--- src/rtl/pwm_pkg.sv ---
// Shared types for the multi-channel PWM: counting mode and counter direction.
package pwm_pkg;

  typedef enum logic {
    PwmEdge   = 1'b0,
    PwmCenter = 1'b1
  } pwm_mode_e;

  typedef enum logic {
    CntUp   = 1'b0,
    CntDown = 1'b1
  } cnt_dir_e;

endpackage

--- src/rtl/pwm_chan.sv ---
// One PWM channel: shadowed width/polarity, compare against the shared counter,
// registered output.
module pwm_chan
  import pwm_pkg::*;
#(
  parameter int CtrSize = 8
) (
  input  logic               clk_i,
  input  logic               rst_i,
  input  logic               load_i,
  input  logic               run_i,
  input  logic [CtrSize-1:0] count_i,
  input  logic [CtrSize-1:0] width_i,
  input  logic               invert_i,
  output logic               out_o
);

  logic [CtrSize-1:0] width_q, width_d;
  logic               invert_q, invert_d;
  logic               out_q, out_d;

  always_comb begin
    width_d  = load_i ? width_i : width_q;
    invert_d = load_i ? invert_i : invert_q;
    // While stopped the output rests at the idle polarity.
    out_d    = run_i ? ((width_q > count_i) ^ invert_q) : invert_q;
  end

  always_ff @(posedge clk_i) begin
    if (rst_i) begin
      width_q  <= '0;
      invert_q <= 1'b0;
      out_q    <= 1'b0;
    end else begin
      width_q  <= width_d;
      invert_q <= invert_d;
      out_q    <= out_d;
    end
  end

  assign out_o = out_q;

endmodule

--- src/rtl/pwm_mc.sv ---
// Multi-channel PWM with one shared edge/center-aligned counter and
// boundary-synchronised shadow register updates.
module pwm_mc
  import pwm_pkg::*;
#(
  parameter int NumChannels = 4,
  parameter int CtrSize     = 8
) (
  input  logic                                clk_i,
  input  logic                                rst_i,
  input  logic                                enable_i,
  input  logic                                center_i,
  input  logic [CtrSize-1:0]                  max_counter_i,
  input  logic [NumChannels-1:0][CtrSize-1:0] pulse_width_i,
  input  logic [NumChannels-1:0]              invert_i,
  input  logic                                update_i,
  output logic                                update_ack_o,
  output logic                                period_start_o,
  output logic [NumChannels-1:0]              modulated_o
);

  localparam logic [CtrSize-1:0] One = CtrSize'(1);

  logic [CtrSize-1:0] cnt_q, cnt_d;
  logic [CtrSize-1:0] max_q, max_d;
  cnt_dir_e           dir_q, dir_d;
  pwm_mode_e          mode_q, mode_d;
  logic               pending_q, pending_d;
  logic               ack_q, ack_d;
  logic               pstart_q, pstart_d;

  logic boundary;
  logic commit;
  logic load;

  always_comb begin
    // A center period with max==1 is just 0,1 so the top is also the boundary.
    if (max_q == '0) begin
      boundary = 1'b1;
    end else if (mode_q == PwmEdge) begin
      boundary = (cnt_q == max_q);
    end else begin
      boundary = ((dir_q == CntDown) && (cnt_q == One)) ||
                 ((dir_q == CntUp) && (cnt_q == max_q) && (max_q == One));
    end

    commit = enable_i && boundary && (pending_q || update_i);
    load   = !enable_i || commit;

    mode_d = load ? pwm_mode_e'(center_i) : mode_q;
    max_d  = load ? max_counter_i : max_q;

    cnt_d = '0;
    dir_d = CntUp;
    if (enable_i && !boundary) begin
      if (mode_q == PwmEdge) begin
        cnt_d = cnt_q + One;
      end else if (dir_q == CntUp) begin
        if (cnt_q == max_q) begin
          cnt_d = cnt_q - One;
          dir_d = CntDown;
        end else begin
          cnt_d = cnt_q + One;
        end
      end else begin
        cnt_d = cnt_q - One;
        dir_d = CntDown;
      end
    end

    if (!enable_i || commit) begin
      pending_d = 1'b0;
    end else if (update_i) begin
      pending_d = 1'b1;
    end else begin
      pending_d = pending_q;
    end

    ack_d    = commit;
    // Counter 0 only occurs at a period start in both modes.
    pstart_d = enable_i && (cnt_q == '0);
  end

  always_ff @(posedge clk_i) begin
    if (rst_i) begin
      cnt_q     <= '0;
      max_q     <= '0;
      dir_q     <= CntUp;
      mode_q    <= PwmEdge;
      pending_q <= 1'b0;
      ack_q     <= 1'b0;
      pstart_q  <= 1'b0;
    end else begin
      cnt_q     <= cnt_d;
      max_q     <= max_d;
      dir_q     <= dir_d;
      mode_q    <= mode_d;
      pending_q <= pending_d;
      ack_q     <= ack_d;
      pstart_q  <= pstart_d;
    end
  end

  assign update_ack_o   = ack_q;
  assign period_start_o = pstart_q;

  for (genvar gi = 0; gi < NumChannels; gi++) begin : g_chan
    pwm_chan #(
      .CtrSize(CtrSize)
    ) u_chan (
      .clk_i   (clk_i),
      .rst_i   (rst_i),
      .load_i  (load),
      .run_i   (enable_i),
      .count_i (cnt_q),
      .width_i (pulse_width_i[gi]),
      .invert_i(invert_i[gi]),
      .out_o   (modulated_o[gi])
    );
  end

endmodule

--- config.mk ---
export PLATFORM = sky130hd
export DESIGN_NAME = pwm_mc
export DESIGN_NICKNAME = d
export VERILOG_FILES = /design/src/rtl/pwm_pkg.sv /design/src/rtl/pwm_chan.sv /design/src/rtl/pwm_mc.sv
export SDC_FILE = /design/constraint.sdc
export NUM_CORES = 1
export LEC_CHECK = 0
export ABC_AREA = 1
export BUFFER_PORTS_ARGS = -buffer_cell sky130_fd_sc_hd__buf_2
export CAP_MARGIN = 20
export CORE_MARGIN = 8
export CORE_UTILIZATION = 51
export CTS_CLUSTER_DIAMETER = 30
export DETAILED_ROUTE_END_ITERATION = 8
export PLACE_DENSITY = 0.76
export SETUP_SLACK_MARGIN = 0.5
export SLEW_MARGIN = 20
export SYNTH_ARGS = -nofsm -noshare
export SYNTH_HDL_FRONTEND = slang
export SYNTH_HIERARCHICAL = 1
export SYNTH_SLANG_ARGS = --single-unit
--- constraint.sdc ---
create_clock -name clk_i -period 2.22 [get_ports clk_i]
set_clock_uncertainty 0.2 [all_clocks]
set_input_delay 0.111 -clock clk_i [delete_from_list [all_inputs] [get_ports clk_i]]
set_output_delay 0.111 -clock clk_i [all_outputs]
set_load 0.02 [all_outputs]
* Yosys cells after proc, flatten, opt, wreduce, memory -nomap -nowiden
Index checks and enable logic that the tools add are counted.
** Storage, ports and cells
- Flip-flop bits (word level) :: 61
- Input bits :: 49
- Output and inout bits :: 6
- Word-level logic and storage cells :: 63
** Operators by class
- $add $sub $neg :: 2
- $lt $le $gt $ge :: 4
- Eq/ne operators :: 3
- Multiplexer cells :: 11
- Bitwise logic cells :: 7
- Reduce and logical (&&, ||, !) cells :: 17
** Operators by type and width (count)
- greater-than comparator 8 bit :: 4
- 2-to-1 mux 8 bit :: 3
- == test 8 x 1 -> 1 bit, second input constant :: 2
- zero test 8 bit :: 2
- adder 8 x 1 -> 8 bit, second input constant :: 1
- == test 8 bit :: 1
- 2-to-1 mux 1 bit :: 8
- subtractor 8 x 1 -> 8 bit, second input constant :: 1
- logical AND 1 bit :: 7
- OR reduction 2 bit :: 2
- bitwise XOR 1 bit :: 4
- logical OR 1 bit :: 3
- inverter 1 bit :: 3
- OR reduction 3 bit :: 1
- zero test 1 bit :: 2

* Depth between registers and ports, before layout
- Depth after elaboration :: 10
- Depth in mapped cells :: 13
- Mapped depth without buffers :: 12

* By module
The synthesis kept the hierarchy.
** Modules (own cells, without submodules)
- pwm_chan :: times used 4, cells an instance 79, area each 556.8 µm²
- pwm_mc :: times used 1, cells an instance 193, area each 1262.5 µm²

* Worst setup path after synthesis
No wires, ideal clock.
- Path kind :: register to register
- From :: register cnt_q[3]
- To :: register g_chan[0].u_chan.width_q[0]
- Library setup time :: 0.126 ns
- Arrival time :: 2.094 ns
- Path slack :: -0.200 ns
- Cell stages (with the launch flop) :: 13
- Period minus slack after synthesis :: 2.420 ns
- Cell sequence :: dfxtp_1 -> clkbuf_2 -> xnor2_1 -> nand2_1 -> nor2_1 -> nand3_1 -> nand2_2 -> nand2_2 -> buf_4 -> nand2_1 -> inv_2 -> o21ai_1 -> a21oi_1
** Between the ends
- Cells in the longest elaborated chain, start to end :: 9
** RTL lines
- from (decl) :: line pwm_mc.sv:24 : logic [CtrSize-1:0] cnt_q, cnt_d;
- from (signal assigned) :: line pwm_mc.sv:94 : cnt_q <= cnt_d;
- == test 8 bit :: line pwm_mc.sv:41, pwm_mc.sv:44
- logical AND 1 bit (2 in series) :: line pwm_mc.sv:44 : ((dir_q == CntUp) && (cnt_q == max_q) && (max_q == One));
- logical OR 1 bit :: line pwm_mc.sv:43 : boundary = ((dir_q == CntDown) && (cnt_q == One)) ||
- 2-to-1 mux 1 bit (*) :: line pwm_mc.sv:40 : end else if (mode_q == PwmEdge) begin
- 2-to-1 mux 1 bit (*) :: line pwm_mc.sv:38 : if (max_q == '0) begin
- logical AND 1 bit (*) (2 in series) :: line pwm_mc.sv:47 : commit = enable_i && boundary && (pending_q || update_i);
- logical OR 1 bit (*) :: line pwm_mc.sv:48 : load = !enable_i || commit;
- net load :: line pwm_mc.sv:34 : logic load;
- to (signal assigned) :: line pwm_chan.sv:35 : width_q <= width_d;
- to (decl) :: line pwm_chan.sv:18 : logic [CtrSize-1:0] width_q, width_d;
The timed path passes the listed nets; every way through them passes the cells marked *.
A chain may end at the register's enable or synchronous reset.

* Final worst setup path
- From :: register max_q[7]
- To :: register g_chan[1].u_chan.width_q[0]
** Between the ends
- Cells in the longest elaborated chain, start to end :: 9
** RTL lines
- from (decl) :: line pwm_mc.sv:25 : logic [CtrSize-1:0] max_q, max_d;
- from (signal assigned) :: line pwm_mc.sv:95 : max_q <= max_d;
- == test 8 bit :: line pwm_mc.sv:41, pwm_mc.sv:44
- logical AND 1 bit (2 in series) :: line pwm_mc.sv:44
- logical OR 1 bit :: line pwm_mc.sv:43
- 2-to-1 mux 1 bit :: line pwm_mc.sv:40
- 2-to-1 mux 1 bit (*) :: line pwm_mc.sv:38
- logical AND 1 bit (*) (2 in series) :: line pwm_mc.sv:47
- logical OR 1 bit (*) :: line pwm_mc.sv:48
- net load :: line pwm_mc.sv:34
- to (signal assigned) :: line pwm_chan.sv:35
- to (decl) :: line pwm_chan.sv:18
Marks and branches as above.

==> results by group <==
Clock network
  – Clk_lat worst skew: 0.35 ns
  – CTS clk-pin slew, worst paths: 0.07 ns
  – Bufs on Longest Clock Path: 2
  – CTS H-tree depth: 3
  – Number of CTS-inserted buffers: 9
  – CTS tree: built
  – Clk sink count: 61
  – Clock root cell: clkbuf_8

Setup path
  – Critical Path RT: 2.26 ns
  – Crit path arrival time: 1.97 ns
  – Cell Chain, Critical Path: inv_1 -> nand2_1 -> nor2_2 -> nand2_1 -> nand2_1 -> nand3_2 -> nand2_4 -> nand2_8 -> nand2_8 -> inv_8 -> o21ai_2 -> a21oi_1
  – Crit end category: register
  – Worst-case reg-to-reg path depth: 12
  – CP max-delay cell: dfxtp_1
  – Crit Path Category: register to register
  – Setup crit start kind: register
  – Most used cell, CP: nand2_1
  – Crit Path Max Fanout: 6
  – CP max stage delay: 0.33 ns

Timing
  – Hold Slack: 0.0585 ns
  – Measured slew at the worst slew-check pin: 0.500 ns
  – Final critical-path share of the clock period: 0.869
  – Final slew viol count: 0
  – Final Hold Viols: 0
  – Final setup TNS: 0 ns
  – Crit path time final: 1.93 ns
  – Max transition margin: 0.667
  – Final WS setup: 0.291 ns
  – # setup viols final: 0
  – RSZ-0062 raised after global routing: true
  – Max Freq: 518 MHz

Place
  – Dpl ws: 0.169 ns
  – Placed cells: 642
  – Final GP Congestion: 0.867
  – Port Buffer Count: 54
  – Dpl hpwl: 5820 µm

Routing
  – Routed len/inst: 15.7 µm
  – Total number of vias: 3907
  – TritonRoute pass-1 iters: 5
  – # DRC: 0
  – Post-route ant nets: 0
  – DRT Wirelength: 11500 µm
  – DR iter-0 viols: 326
  – Via/cell ratio: 5.34

GRT
  – Vias in the first global route: 3751
  – Grt ovf: 0
  – Initial antenna violation count: 0
  – Largest net degree at the start of global routing: 29
  – Total track usage: 0.222
  – First-pass GRT wire length: 17500 µm

Finish
  – Area grow syn2layout: 50.2%
  – Most frequent cells in the layout: nand2_1, nor2_1, inv_1, buf_2, dfxtp_1
  – Layout cells sized above 1: 0.334
  – Final cell count without fillers: 732
  – Register area: 0.00126 mm²
  – Area of the multi-input gates: 0.00242 mm²
  – Final net count: 733
  – Fillcell total: 435
  – Antenna diodes: 0
  – Commonest non-fill, non-tap cell in the layout: nand2_1

Die
  – Std-Cell Rows: 30
  – Die Height: 98.7 µm
  – Die area: 0.00975 mm²
  – Core outline area: 0.00672 mm²
  – Num ports: 55
  – Initial core utilization: 0.519
  – Die width: 98.7 µm

Synthesis
  – Synthesized area per cell: 6.86 µm²
  – Post-synth top area share: 0.350
  – Synth Instances: 509
  – Synth top area cells: dfxtp_1, ha_1, nor2_1, nand2_1, inv_1
  – Synth Warn #: 6
  – Yosys cell types: 27
  – Mapped Area: 0.00349 mm²
  – Flops & latches, synth: 61
  – Net count after synthesis: 594
  – Register area share after synthesis: 0.350
  – Post-synth top area cell: dfxtp_1

Hold path
  – Hold Crit Depth: 5
  – Worst min path class: input pin to register

Pwr
  – Leakage: 2.44 nW
  – Pwr/cell area: 569 mW/mm²
  – Maximum VDD drop: 0.459 mV
  – Power, Total: 0.00298 W

Flow run
  – Max-cap violations: 0

Run status
  – Outcome: finished, final reports clean
==> stage by stage <==
stage                util  area (µm²)
finish              0.780        5240
global route        0.780        5240
CTS                 0.729        4900
detailed placement  0.583        3920
global placement    0.583        3920
floorplan               -        3570
==> per-layer routing <==
layer,global-route usage,part of all wire,wire length [µm]
met5,0,0,0
met4,0.0756,0.030,349
met3,0.0634,0.066,758
met2,0.391,0.52,5930
met1,0.248,0.39,4440
==> report_power, final <==
| group | internal (W) | leakage (nW) | switching [W] |
|---|---|---|---|
| logic | 0.000378 | 1.85 | 0.000509 |
| registers | 0.00118 | 0.513 | 0.0000699 |
| clock network | 0.000427 | 0.0833 | 0.000421 |
| total | 0.00198 | 2.44 | 0.00100 |
==> critical path: cells and delay by family (launching register included) <==
kind	cells	cell delay [ns]
simple gates	8	0.97
flops	1	0.33
compound gates	2	0.17
buf+inv	2	0.14
==> cell usage after synthesis <==
cell type and count:
nand2_1 92, a21oi_2 1, xnor2_1 5, inv_4 4, inv_2 5, nor2_2 1, nand2_2 3, nor3_1 4
buf_1 1, clkbuf_2 1, buf_6 1, inv_1 64, o21ai_1 5, nor2_1 120, dfxtp_1 61, buf_4 1
clkinv_1 1, ha_1 36, clkbuf_8 1, a21oi_1 27, nand3_1 25, o21ai_0 32, xor2_1 8, nor3_4 1
clkbuf_1 1, a21o_1 4, a21boi_1 4
==> flip-flops by register name, summed over array words and instances, names as in the netlist <==
name,flops
g_chan.u_chan/width_q,32
cnt_q,8
max_q,8
g_chan.u_chan/invert_q,4
g_chan.u_chan/out_o,4
dir_q,1
mode_q,1
pending_q,1
period_start_o,1
update_ack_o,1
==> worst paths after layout <==
| path | startpoint | endpoint | slack, ns |
|---|---|---|---|
| min | enable_i | cnt_q[0] | 0.06 |
| max | max_q[7] | g_chan[1].u_chan/width_q[0] | 0.29 |
| min reg2reg | g_chan[2].u_chan/width_q[0] | g_chan[2].u_chan/width_q[0] | 0.27 |
| max reg2reg | max_q[7] | g_chan[1].u_chan/width_q[0] | 0.29 |
==> cell families (layout without fill, tap and decap cells) <==
group	count (synthesis)	after routing	synth area share
AND/OR/NAND/NOR	246	251	0.281
XOR/XNOR	13	13	0.0326
adder cells (fa/ha/maj)	36	36	0.129
AO/OA/AOI/OAI	73	73	0.112
flip-flops	61	61	0.350
buffers and inverters	80	218	0.0954
==> layout make-up <==
class / instances / area share
repair buffers: 125 / 0.182
repair inverters: 4 / 0.00621
clock buffers: 13 / 0.0284
flip-flops and latches: 61 / 0.240
multi-input cells: 373 / 0.461
inverters: 74 / 0.0621
clock inverters: 2 / 0.00191
well taps: 80 / 0.0191
==> what timing repair did <==
item,CTS,global route
pin swaps,6,19
setup buffers,15,4
setup endpoints to repair,60,60
cloned,8,1
hold buffers,47,0
endpoints found under the hold margin,47,0
resized for setup,49,89
Power figures use the tool's default switching activity.
